**config.mk**
```make
export PLATFORM = sky130hd
export DESIGN_NAME = histogram_sram_arbiter
export DESIGN_NICKNAME = d
export VERILOG_FILES = /design/src/rtl/histogram_sram_arbiter_pkg.sv /design/src/rtl/histogram_sram_arbiter_rr.sv /design/src/rtl/histogram_sram_arbiter.sv
export SDC_FILE = /design/constraint.sdc
export NUM_CORES = 1
export LEC_CHECK = 0
export CAP_MARGIN = 0
export CORE_AREA = 2 2 106 108
export CTS_CLUSTER_SIZE = 20
export DETAILED_ROUTE_END_ITERATION = 6
export DIE_AREA = 0 0 108 110
export GPL_TIMING_DRIVEN = 0
export PLACE_DENSITY_LB_ADDON = 0.15
export SKIP_CTS_REPAIR_TIMING = 1
export SYNTH_ARGS = -nofsm -noshare
export SYNTH_HDL_FRONTEND = slang
export SYNTH_SLANG_ARGS = --single-unit
```
**constraint.sdc**
```tcl
create_clock -name clk_i -period 5 [get_ports clk_i]
set_clock_uncertainty 0.05 [all_clocks]
set_input_delay 1 -clock clk_i [delete_from_list [all_inputs] [get_ports clk_i]]
set_output_delay 1 -clock clk_i [all_outputs]
set_load 0.02 [all_outputs]
```
**src/rtl/histogram_sram_arbiter_pkg.sv**
```systemverilog
// Shared constants and helpers for the histogram SRAM arbiter: pixel/bin widths,
// enable levels, requester indices and the modulo-3 round-robin step.
package histogram_sram_arbiter_pkg;

    localparam int   PIXEL_BIT   = 8;
    localparam int   SRAM_DATA_W = 17;
    localparam int   NUM_REQ     = 3;
    localparam logic HIGH        = 1'b1;
    localparam logic LOW         = 1'b0;

    typedef enum logic [1:0] {
        REQ_HB  = 2'd0,
        REQ_HE  = 2'd1,
        REQ_OUT = 2'd2
    } req_idx_e;

    // (base + k) mod 3 for base, k in 0..2
    function automatic logic [1:0] rr_step(input logic [1:0] base, input logic [1:0] k);
        logic [2:0] s;
        s = {1'b0, base} + {1'b0, k};
        return (s >= 3'd3) ? 2'(s - 3'd3) : s[1:0];
    endfunction

endpackage

```
**src/rtl/histogram_sram_arbiter_rr.sv**
```systemverilog
// Three-way round-robin arbiter with per-requester lock; grants and pointer
// freeze while stalled or in reset.
module rr_arbiter_3
    import histogram_sram_arbiter_pkg::*;
(
    input  logic       clk_i,
    input  logic       rstn_i,
    input  logic       stal_i,
    input  logic [2:0] req_i,
    input  logic [2:0] lock_i,
    output logic [2:0] gnt_o,
    output logic [1:0] gidx_o
);

    logic [1:0] r_ptr;
    logic       w_found;
    logic [1:0] w_idx;
    logic [1:0] w_cand;

    always_comb begin
        w_found = 1'b0;
        w_idx   = r_ptr;
        w_cand  = r_ptr;
        for (int k = 0; k < NUM_REQ; k++) begin
            w_cand = rr_step(r_ptr, 2'(k));
            if (!w_found && req_i[w_cand]) begin
                w_found = 1'b1;
                w_idx   = w_cand;
            end
        end
        if (!rstn_i || stal_i) w_found = 1'b0;
    end

    assign gnt_o  = w_found ? (3'b001 << w_idx) : 3'b000;
    assign gidx_o = w_idx;

    // A locked winner keeps the head of the search for the next cycle.
    always_ff @(posedge clk_i or negedge rstn_i) begin
        if (!rstn_i)
            r_ptr <= 2'd0;
        else if (w_found)
            r_ptr <= lock_i[w_idx] ? w_idx : rr_step(w_idx, 2'd1);
    end

endmodule

```
**src/rtl/histogram_sram_arbiter.sv**
```systemverilog
// Shares the 256x17 histogram SRAM between builder, equalizer and readout with
// independent read/write round-robin, same-cycle forwarding and a global stall.
module histogram_sram_arbiter
    import histogram_sram_arbiter_pkg::*;
#(
    parameter int ADDR_W = PIXEL_BIT,
    parameter int DATA_W = SRAM_DATA_W
) (
    input  logic                      clk_i,
    input  logic                      rstn_i,
    input  logic                      stal_i,
    input  logic [NUM_REQ-1:0]        req_i,
    input  logic [NUM_REQ-1:0]        wr_i,
    input  logic [NUM_REQ-1:0]        lock_i,
    input  logic [NUM_REQ*ADDR_W-1:0] addr_i,
    input  logic [NUM_REQ*DATA_W-1:0] wdata_i,
    output logic [NUM_REQ-1:0]        gnt_o,
    output logic [NUM_REQ-1:0]        rvalid_o,
    output logic [DATA_W-1:0]         rdata_o,
    output logic                      busy_o,
    output logic                      sram_wr_n_o,
    output logic [ADDR_W-1:0]         sram_addr_w_o,
    output logic [DATA_W-1:0]         sram_data_w_o,
    output logic                      sram_rd_n_o,
    output logic [ADDR_W-1:0]         sram_addr_r_o,
    input  logic [DATA_W-1:0]         sram_data_r_i
);

    logic [ADDR_W-1:0]  w_addr  [NUM_REQ];
    logic [DATA_W-1:0]  w_wdata [NUM_REQ];
    logic [NUM_REQ-1:0] w_rgnt, w_wgnt;
    logic [1:0]         w_ridx, w_widx;
    logic               w_rd_go, w_wr_go, w_fwd;
    logic               w_cmd_rd_n, w_cmd_wr_n;
    logic [ADDR_W-1:0]  w_cmd_addr_r, w_cmd_addr_w;
    logic [DATA_W-1:0]  w_cmd_data_w;

    logic               r_last_rd_n, r_last_wr_n;
    logic [ADDR_W-1:0]  r_last_addr_r, r_last_addr_w;
    logic [DATA_W-1:0]  r_last_data_w;
    logic [NUM_REQ-1:0] r_s1_vld;
    logic               r_s1_fwd;
    logic [DATA_W-1:0]  r_s1_fdata;

    for (genvar n = 0; n < NUM_REQ; n++) begin : g_unpack
        assign w_addr[n]  = addr_i[n*ADDR_W +: ADDR_W];
        assign w_wdata[n] = wdata_i[n*DATA_W +: DATA_W];
    end

    rr_arbiter_3 u_rd_arb (
        .clk_i  (clk_i),
        .rstn_i (rstn_i),
        .stal_i (stal_i),
        .req_i  (req_i & ~wr_i),
        .lock_i (lock_i),
        .gnt_o  (w_rgnt),
        .gidx_o (w_ridx)
    );

    rr_arbiter_3 u_wr_arb (
        .clk_i  (clk_i),
        .rstn_i (rstn_i),
        .stal_i (stal_i),
        .req_i  (req_i & wr_i),
        .lock_i (lock_i),
        .gnt_o  (w_wgnt),
        .gidx_o (w_widx)
    );

    assign gnt_o   = w_rgnt | w_wgnt;
    assign w_rd_go = |w_rgnt;
    assign w_wr_go = |w_wgnt;

    assign w_cmd_rd_n   = w_rd_go ? LOW : HIGH;
    assign w_cmd_addr_r = w_rd_go ? w_addr[w_ridx]  : '0;
    assign w_cmd_wr_n   = w_wr_go ? LOW : HIGH;
    assign w_cmd_addr_w = w_wr_go ? w_addr[w_widx]  : '0;
    assign w_cmd_data_w = w_wr_go ? w_wdata[w_widx] : '0;

    // The SRAM returns pre-write data on a same-address collision.
    assign w_fwd = w_rd_go && w_wr_go && (w_cmd_addr_r == w_cmd_addr_w);

    assign sram_rd_n_o   = stal_i ? r_last_rd_n   : w_cmd_rd_n;
    assign sram_addr_r_o = stal_i ? r_last_addr_r : w_cmd_addr_r;
    assign sram_wr_n_o   = stal_i ? r_last_wr_n   : w_cmd_wr_n;
    assign sram_addr_w_o = stal_i ? r_last_addr_w : w_cmd_addr_w;
    assign sram_data_w_o = stal_i ? r_last_data_w : w_cmd_data_w;

    always_ff @(posedge clk_i or negedge rstn_i) begin
        if (!rstn_i) begin
            r_last_rd_n   <= HIGH;
            r_last_addr_r <= '0;
            r_last_wr_n   <= HIGH;
            r_last_addr_w <= '0;
            r_last_data_w <= '0;
        end else if (!stal_i) begin
            r_last_rd_n   <= w_cmd_rd_n;
            r_last_addr_r <= w_cmd_addr_r;
            r_last_wr_n   <= w_cmd_wr_n;
            r_last_addr_w <= w_cmd_addr_w;
            r_last_data_w <= w_cmd_data_w;
        end
    end

    // While stalled the read port re-issues the same address, so the SRAM
    // output in the first cycle after the stall still belongs to stage 1.
    always_ff @(posedge clk_i or negedge rstn_i) begin
        if (!rstn_i) begin
            r_s1_vld   <= '0;
            r_s1_fwd   <= 1'b0;
            r_s1_fdata <= '0;
            rvalid_o   <= '0;
            rdata_o    <= '0;
        end else if (!stal_i) begin
            r_s1_vld   <= w_rgnt;
            r_s1_fwd   <= w_fwd;
            r_s1_fdata <= w_fwd ? w_cmd_data_w : '0;
            rvalid_o   <= r_s1_vld;
            if (|r_s1_vld)
                rdata_o <= r_s1_fwd ? r_s1_fdata : sram_data_r_i;
        end
    end

    assign busy_o = w_rd_go | (|r_s1_vld) | (|rvalid_o);

endmodule

```
==> results.yml, run 1 <==
clock_network:
  cts_root_buf: "clkbuf_8"
  cts_max_level: 3
  cts_tree: "yes"
  max-clock-path-buffers: 2
  clock-sinks: 80
  clkLatencyLatePin_ps: 370
  cts_buffers: 9
  clkSlewWorstSetupHoldPaths_ps: 100
timing:
  setup_viol: 0
  finalCritPeriodShare_pct: 98.6
  max_freq_mhz: 203
  finalWorstSetupSlack_ps: 72.2
  relSlewSlack_pct: 55.8
  worst_pin_slew_ps: 663
  finalHoldViolCount: 0
  maxSlewViolCount: 0
  fin_crit_ps: 4930
setup_path:
  startpoint: "req_i[2]"
  crit_type: "primary input to output port"
  cp-end-kind: "output port"
  reg2reg_to: "r_s1_fdata[10]"
  startpoint_type: "primary input"
  worstPathCellList: "dlymetal6s2s_1 > nor2b_1 > o2bb2ai_1 > o31a_2 > buf_4 > o21ai_4 > inv_2 > ha_4 > nor3b_2 > nor2_1 > mux2_4 > nand2_4 > o22ai_2 > a21o_1 > dlymetal6s2s_1"
  worstPathArrival_ps: 3880
  r2r_slack_ps: 650
  r2r_cells: 20
  crit_family: "compound AO/OA/AOI/OAI gates"
  crit_buf_inv: 4
  cp_common_cell: "dlymetal6s2s_1"
  cpMaxStageDelayCell: "o31a_2"
  crit_path_max_fanout: 10
  reg2reg_from: "u_rd_arb.r_ptr[0]"
  slowest_delay_ps: 410
  crit_required_ps: 3950
global_route:
  grt_pass1_wl_um: 23600
  met2_usage_pct: 43.5
  busiest_layer: "met2"
  antenna_found_initial: 0
  grt_overflow: 0
  use_met3_pct: 3.82
  grt_util_met1_pct: 32.6
  grt_max_degree: 61
  grt_usage_pct: 25.5
  grt_pass1_vias: 4898
yosys:
  synth_flop_cell: "dfrtp_1"
  synth.ff_latch_count: 80
  synth_fp_nets: 656
  synth-seq-area-share_pct: 40.7
  avgSynthCellArea_um2: 9.06
  yosysWarnings: 0
  ys_async_sr_fraction_pct: 100
  ys_types: 68
  syn_area_mm2: 0.00493
  synth_edf_count: 0
  synthCells: 544
floorplanning:
  initial_core_util_pct: 46.1
  die_w_um: 108
  fp-row-count: 38
  fp.dieH_um: 110
  core_area_mm2: 0.0107
  io_pins: 163
  die_area_mm2: 0.0119
detailed_routing:
  drt_iter0_drc: 343
  dr.pass1.iters: 7
  route.detailed.drc: 0
  drt-wirelength-per-cell_um: 17.8
  vias_per_cell: 5.55
  routed_wl_um: 15600
  drtAntennaViolNets: 0
  vias: 4860
cells_and_area:
  n_fill_cell: 870
  multi_input_comb_area_mm2: 0.00287
  nNetsFinal: 842
  drive_above_1_share_pct: 17.7
  insertedDiodeCount: 0
  fin_cells: 875
  area.growth.synth_to_final_pct: 47.0
  ff_latch_area_mm2: 0.00200
hold_path:
  worstHoldEndpoint: "r_last_wr_n"
  hp-class: "flop to flop"
  min_path_cells: 2
  hp-start: "r_last_wr_n"
power:
  switching_share_pct: 47.6
  p_total_mw: 4.70
  power.internal_mw: 2.46
  combPwrFrac_pct: 68.2
  p_sw_mw: 2.24
  pwr_density_cell_mw_per_mm2: 649
  power.share.clock_pct: 11.0
  leakage_nw: 3.59
  ir_drop_mv: 0.362
  p_seq_share_pct: 20.8
flow_run:
  cap_violations: 0
place:
  pre_cts_slack_ps: -1630
  numPortBuffers: 161
  dp_hpwl_um: 11400
  placed_cells: 846
  place_congestion: 0.865
run_status:
  status: "complete, no violations"
worst register-to-register path, cell delays in order, from the launching register on:
cell	delay (ps)
dfrtp_1	400
inv_1	90
ha_1	290
clkbuf_4	190
or4b_4	510
and3_4	190
and2_4	160
o21ai_4	160
o21ai_4	100
inv_2	120
ha_4	170
nor3b_2	50
nor2_1	100
mux2_4	200
nand2_4	80
o32a_1	380
buf_4	160
nor4_2	310
o2111ai_4	240
buf_6	230
o21ai_2	130
Yosys cell counts, drive strengths merged, types with 3 or more instances:
master | number | area, µm²
nand2 | 115 | 432
dfrtp | 78 | 1950
o21ai | 56 | 318
mux2i | 46 | 460
a21oi | 33 | 173
nor2 | 28 | 105
inv | 23 | 86.3
clkbuf | 15 | 56.3
buf | 14 | 86.3
a21o | 11 | 82.6
o22ai | 11 | 87.6
mux2 | 10 | 116
ha | 8 | 100
nor3 | 8 | 56.3
a2bb2oi | 6 | 52.6
nand3 | 6 | 30.0
xnor2 | 6 | 52.6
a222oi | 5 | 50.1
nand2b | 5 | 31.3
nand4b | 5 | 43.8
a211oi | 3 | 22.5
a21boi | 3 | 33.8
and2 | 3 | 21.3
nand4bb | 3 | 33.8
sequential cells by signal, indices dropped and copies added, names as in the netlist:
| register | count |
|---|---|
| r_s1_fdata | 17 |
| r_last_addr_r | 8 |
| rvalid_o | 3 |
| rdata_o | 17 |
| r_last_addr_w | 8 |
| r_s1_fwd | 1 |
| r_s1_vld | 3 |
| r_last_wr_n | 1 |
| u_wr_arb.r_ptr | 2 |
| r_last_rd_n | 1 |
| r_last_data_w | 17 |
| u_rd_arb.r_ptr | 2 |
cell families (layout without fill, tap and decap cells):
family                     after synthesis  count (layout)  synth area share, %
muxes                                   56              56                 11.7
and+or+nand+nor                        187             188                 17.7
xor gates and xnor gates                 6               6                 1.07
DFF                                     80              80                 40.7
adders and majority gates                8               8                 2.03
buffers and inverters                   52             242                 4.65
AOI/OAI and AO/OA                      155             155                 22.2
worst max path at each step:
| stage | to | cells past startpoint | slack (ps) |
|---|---|---|---|
| floorplan | sram_addr_r_o[4] | 13 | 380 |
| global placement | sram_data_w_o[15] | 8 | -2880 |
| finish | sram_addr_r_o[7] | 15 | 70 |
| global route | sram_addr_r_o[5] | 15 | -30 |
| CTS | sram_data_w_o[9] | 14 | -1660 |
| detailed placement | sram_data_w_o[14] | 14 | -1630 |
cell usage in the layout (no fill, tap or decap), drive strengths merged, types with 3 or more instances in the layout:
cell type      count
a211oi             3
nand3              6
nor3               8
a21boi             3
dlymetal6s2s      28
xnor2              6
a2bb2oi            6
nor2              28
o22ai             11
clkdlybuf4s50    115
a21o              11
nand4b             5
ha                 8
mux2              10
dfrtp             78
mux2i             46
nand4bb            3
inv               26
o21ai             56
buf               28
nand2b             5
a21oi             33
nand2            116
and2               3
clkbuf            41
a222oi             5
cell type report:
type	count	area share [%]
plain buffers	29	2.38
flip-flops and latches	80	27.7
clock buffers	9	1.71
repair buffers	174	23.8
clock inverters	7	1.23
well taps	140	2.42
multi-input cells	413	39.6
inverters	23	1.19
power by group through the flow:
| stage | sequential, mW | combinational [mW] | clock [mW] |
|---|---|---|---|
| 2_1_floorplan | 1.07 | 1.83 | 0 |
| 3_3_place_gp | 0.981 | 2.88 | 0 |
| 3_5_place_dp | 0.988 | 2.95 | 0 |
| 4_1_cts | 0.976 | 2.97 | 0.521 |
| 5_1_grt | 0.999 | 3.44 | 0.551 |
| 6_report | 0.978 | 3.21 | 0.515 |
metrics by stage:
step	TNS (ps)	hold WS, ps	util, %	area [µm²]
finish	0	427	67.7	7250
global route	-85.7	449	67.7	7250
global placement	-153650	408	62.8	6720
detailed placement	-56840	413	63.0	6740
floorplan	0	403	-	4930
CTS	-51460	433	65.0	6950
routing by layer:
metal	vias up	routed length (µm)
met5	-	0
met4	0	349
met3	32	941
li1	2307	-
met2	199	7660
met1	2322	6650
No activity file was read; power rests on OpenSTA's default activity.
==> inputs of run 2 (changes only) <==
--- a/config.mk
+++ b/config.mk
@@ -11,7 +11,7 @@
 export DETAILED_ROUTE_END_ITERATION = 6
 export DIE_AREA = 0 0 108 110
 export GPL_TIMING_DRIVEN = 0
-export PLACE_DENSITY_LB_ADDON = 0.15
+export PLACE_DENSITY = 0.8
 export SKIP_CTS_REPAIR_TIMING = 1
 export SYNTH_ARGS = -nofsm -noshare
 export SYNTH_HDL_FRONTEND = slang
==> run 2 against run 1 <==
Global-route usage increased by 0.62 points. Critical path depth increased by 1. Via count increased by 2.8%. Final area increased by 0.17%. Worst hold slack improved by 2.3 ps. Utilization increased by 0.12 points. Clock-buffer cell count increased by 1. Final cell count decreased by 0.11%. Die area unchanged. First-iteration DRC count decreased by 5.2%.
==> results.yml, run 2 (same netlist as run 1, synthesis figures left out) <==
power:
  power.share.clock_pct: 10.7
  switching_share_pct: 46.8
  leakage_nw: 3.59
  pwr_density_cell_mw_per_mm2: 660
  p_sw_mw: 2.25
  power.internal_mw: 2.55
  p_seq_share_pct: 20.6
  ir_drop_mv: 0.311
  combPwrFrac_pct: 68.7
  p_total_mw: 4.79
detailed_routing:
  route.detailed.drc: 0
  routed_wl_um: 16000
  dr.pass1.iters: 5
  drtAntennaViolNets: 0
  drt_iter0_drc: 325
  vias: 4998
  drt-wirelength-per-cell_um: 18.3
  vias_per_cell: 5.72
cells_and_area:
  final_common_cell: "clkdlybuf4s50_1"
  n_fill_cell: 855
  nNetsFinal: 843
  drive_above_1_share_pct: 17.7
  insertedDiodeCount: 0
  layout_common_cells: "116 x clkdlybuf4s50_1, 113 x nand2_1, 77 x dfrtp_1, 46 x mux2i_1, 35 x o21ai_0"
  area.growth.synth_to_final_pct: 47.3
  fin_cells: 874
  reg_top3: "r_last_data_w (17), r_s1_fdata (17), rdata_o (17)"
floorplanning:
  core_area_mm2: 0.0107
  die_area_mm2: 0.0119
  io_pins: 163
  initial_core_util_pct: 46.1
  fp-row-count: 38
  die_w_um: 108
  fp.dieH_um: 110
setup_path:
  crit_family: "compound AO/OA/AOI/OAI gates"
  crit_type: "primary input to output port"
  crit_path_max_fanout: 8
  slowest_delay_ps: 330
  startpoint_type: "primary input"
  crit_buf_inv: 4
  reg2reg_from: "u_rd_arb.r_ptr[0]"
  worstPathArrival_ps: 3850
  cpMaxStageDelayCell: "o2bb2ai_1"
  crit_required_ps: 3950
  cp-end-kind: "output port"
  startpoint: "wr_i[1]"
  worstPathCellList: "dlymetal6s2s_1 > nand2b_2 > o2bb2ai_1 > o31a_2 > buf_4 > o21ai_4 > o21ai_4 > inv_2 > ha_4 > nor3b_4 > nor2_1 > mux2_4 > nand2_4 > o32a_1 > nand2_1 > buf_4"
clock_network:
  cts_buffers: 9
  cts_max_level: 3
  cts_root_buf: "clkbuf_8"
  clock-sinks: 80
  clkLatencyLatePin_ps: 350
  cts_tree: "yes"
  clkSlewWorstSetupHoldPaths_ps: 70
  max-clock-path-buffers: 2
timing:
  setup_viol: 0
  max_freq_mhz: 204
  finalCritPeriodShare_pct: 97.9
  relSlewSlack_pct: 50.2
  worst_pin_slew_ps: 746
  fin_crit_ps: 4900
  finalHoldViolCount: 0
  finalWorstSetupSlack_ps: 103
  hold_slack_ps: 430
  maxSlewViolCount: 0
run_status:
  status: "complete, no violations"
place:
  pre_cts_slack_ps: -1510
  place_congestion: 0.930
  numPortBuffers: 161
  placed_cells: 846
  dp_hpwl_um: 11800
global_route:
  grt_pass1_vias: 4818
  grt_usage_pct: 26.2
  antenna_found_initial: 0
  grt_max_degree: 60
  grt_pass1_wl_um: 24200
  grt_overflow: 0
flow_run:
  cap_violations: 0
hold_path:
  hp-start: "r_last_data_w[1]"
  hp-class: "flop to flop"
-- run 2: cell count changes in the layout (fill, tap and decap cells not counted), sizes merged --
cell / previous run / this run
bufinv: 1 / 2
clkdlybuf4s50: 115 / 116
inv: 26 / 23
clkbuf: 41 / 38
clkinvlp: 1 / 0
buf: 28 / 32
-- run 2: metrics by stage --
stage	utilization, %	TNS, ps	instance area [µm²]
6_report	67.8	0	7260
5_1_grt	67.8	-285	7260
4_1_cts	64.9	-44640	6950
3_5_place_dp	63.0	-50870	6740
3_3_place_gp	62.8	-142890	6720
2_1_floorplan	-	0	4930
-- run 2: final timing paths --
check | to | slack, ps | cells after the start
min in group asynchronous | r_last_data_w[4] | 490 | 1
worst min register to register | r_last_data_w[1] | 430 | 2
worst min-delay path | r_last_data_w[1] | 430 | 2
max in group asynchronous | r_last_wr_n | 3770 | 2
worst max-delay path | sram_addr_r_o[4] | 100 | 16
worst max register to register | r_s1_fdata[10] | 650 | 20
-- run 2: power by group through the flow --
| stage | clock network [mW] | registers, mW | logic (mW) |
|---|---|---|---|
| floorplan | 0 | 1.07 | 1.83 |
| detailed placement | 0 | 0.995 | 2.95 |
| finish | 0.511 | 0.989 | 3.29 |
| global placement | 0 | 0.986 | 2.87 |
| global route | 0.549 | 1.01 | 3.54 |
| CTS | 0.518 | 0.986 | 2.97 |
-- run 2: layout make-up --
class	instances	area, µm²	share of cell area [%]
Timing Repair Buffer	175	1730	23.8
Clock buffer	10	138	1.90
Buffer	29	183	2.52
Inverter	23	86.3	1.19
Tap cell	140	175	2.41
Sequential cell	80	2010	27.6
Clock inverter	4	70.1	0.965
Multi-Input combinational cell	413	2870	39.6
-- run 2: worst register-to-register path, cell delays in order, from the launching register on --
cell and delay (ps):
dfrtp_1 390, inv_1 90, ha_1 280, buf_2 180, or4b_4 530, and3_4 190
and2_4 160, o21ai_4 160, o21ai_4 100, inv_2 120, ha_4 180, nor3b_4 50
nor2_1 80, mux2_4 190, nand2_4 80, o32a_1 400, buf_4 160, nor4_2 300
o2111ai_4 230, buf_6 230, o21ai_2 110
-- run 2: per-layer routing --
layer  up-vias  share of wire, %  GRT usage (%)
met5         -                 0              0
met4         0               1.5           5.49
met3        27               8.1           5.00
met2       240                49           44.9
met1      2410                41           34.7
li1       2321                 -              -
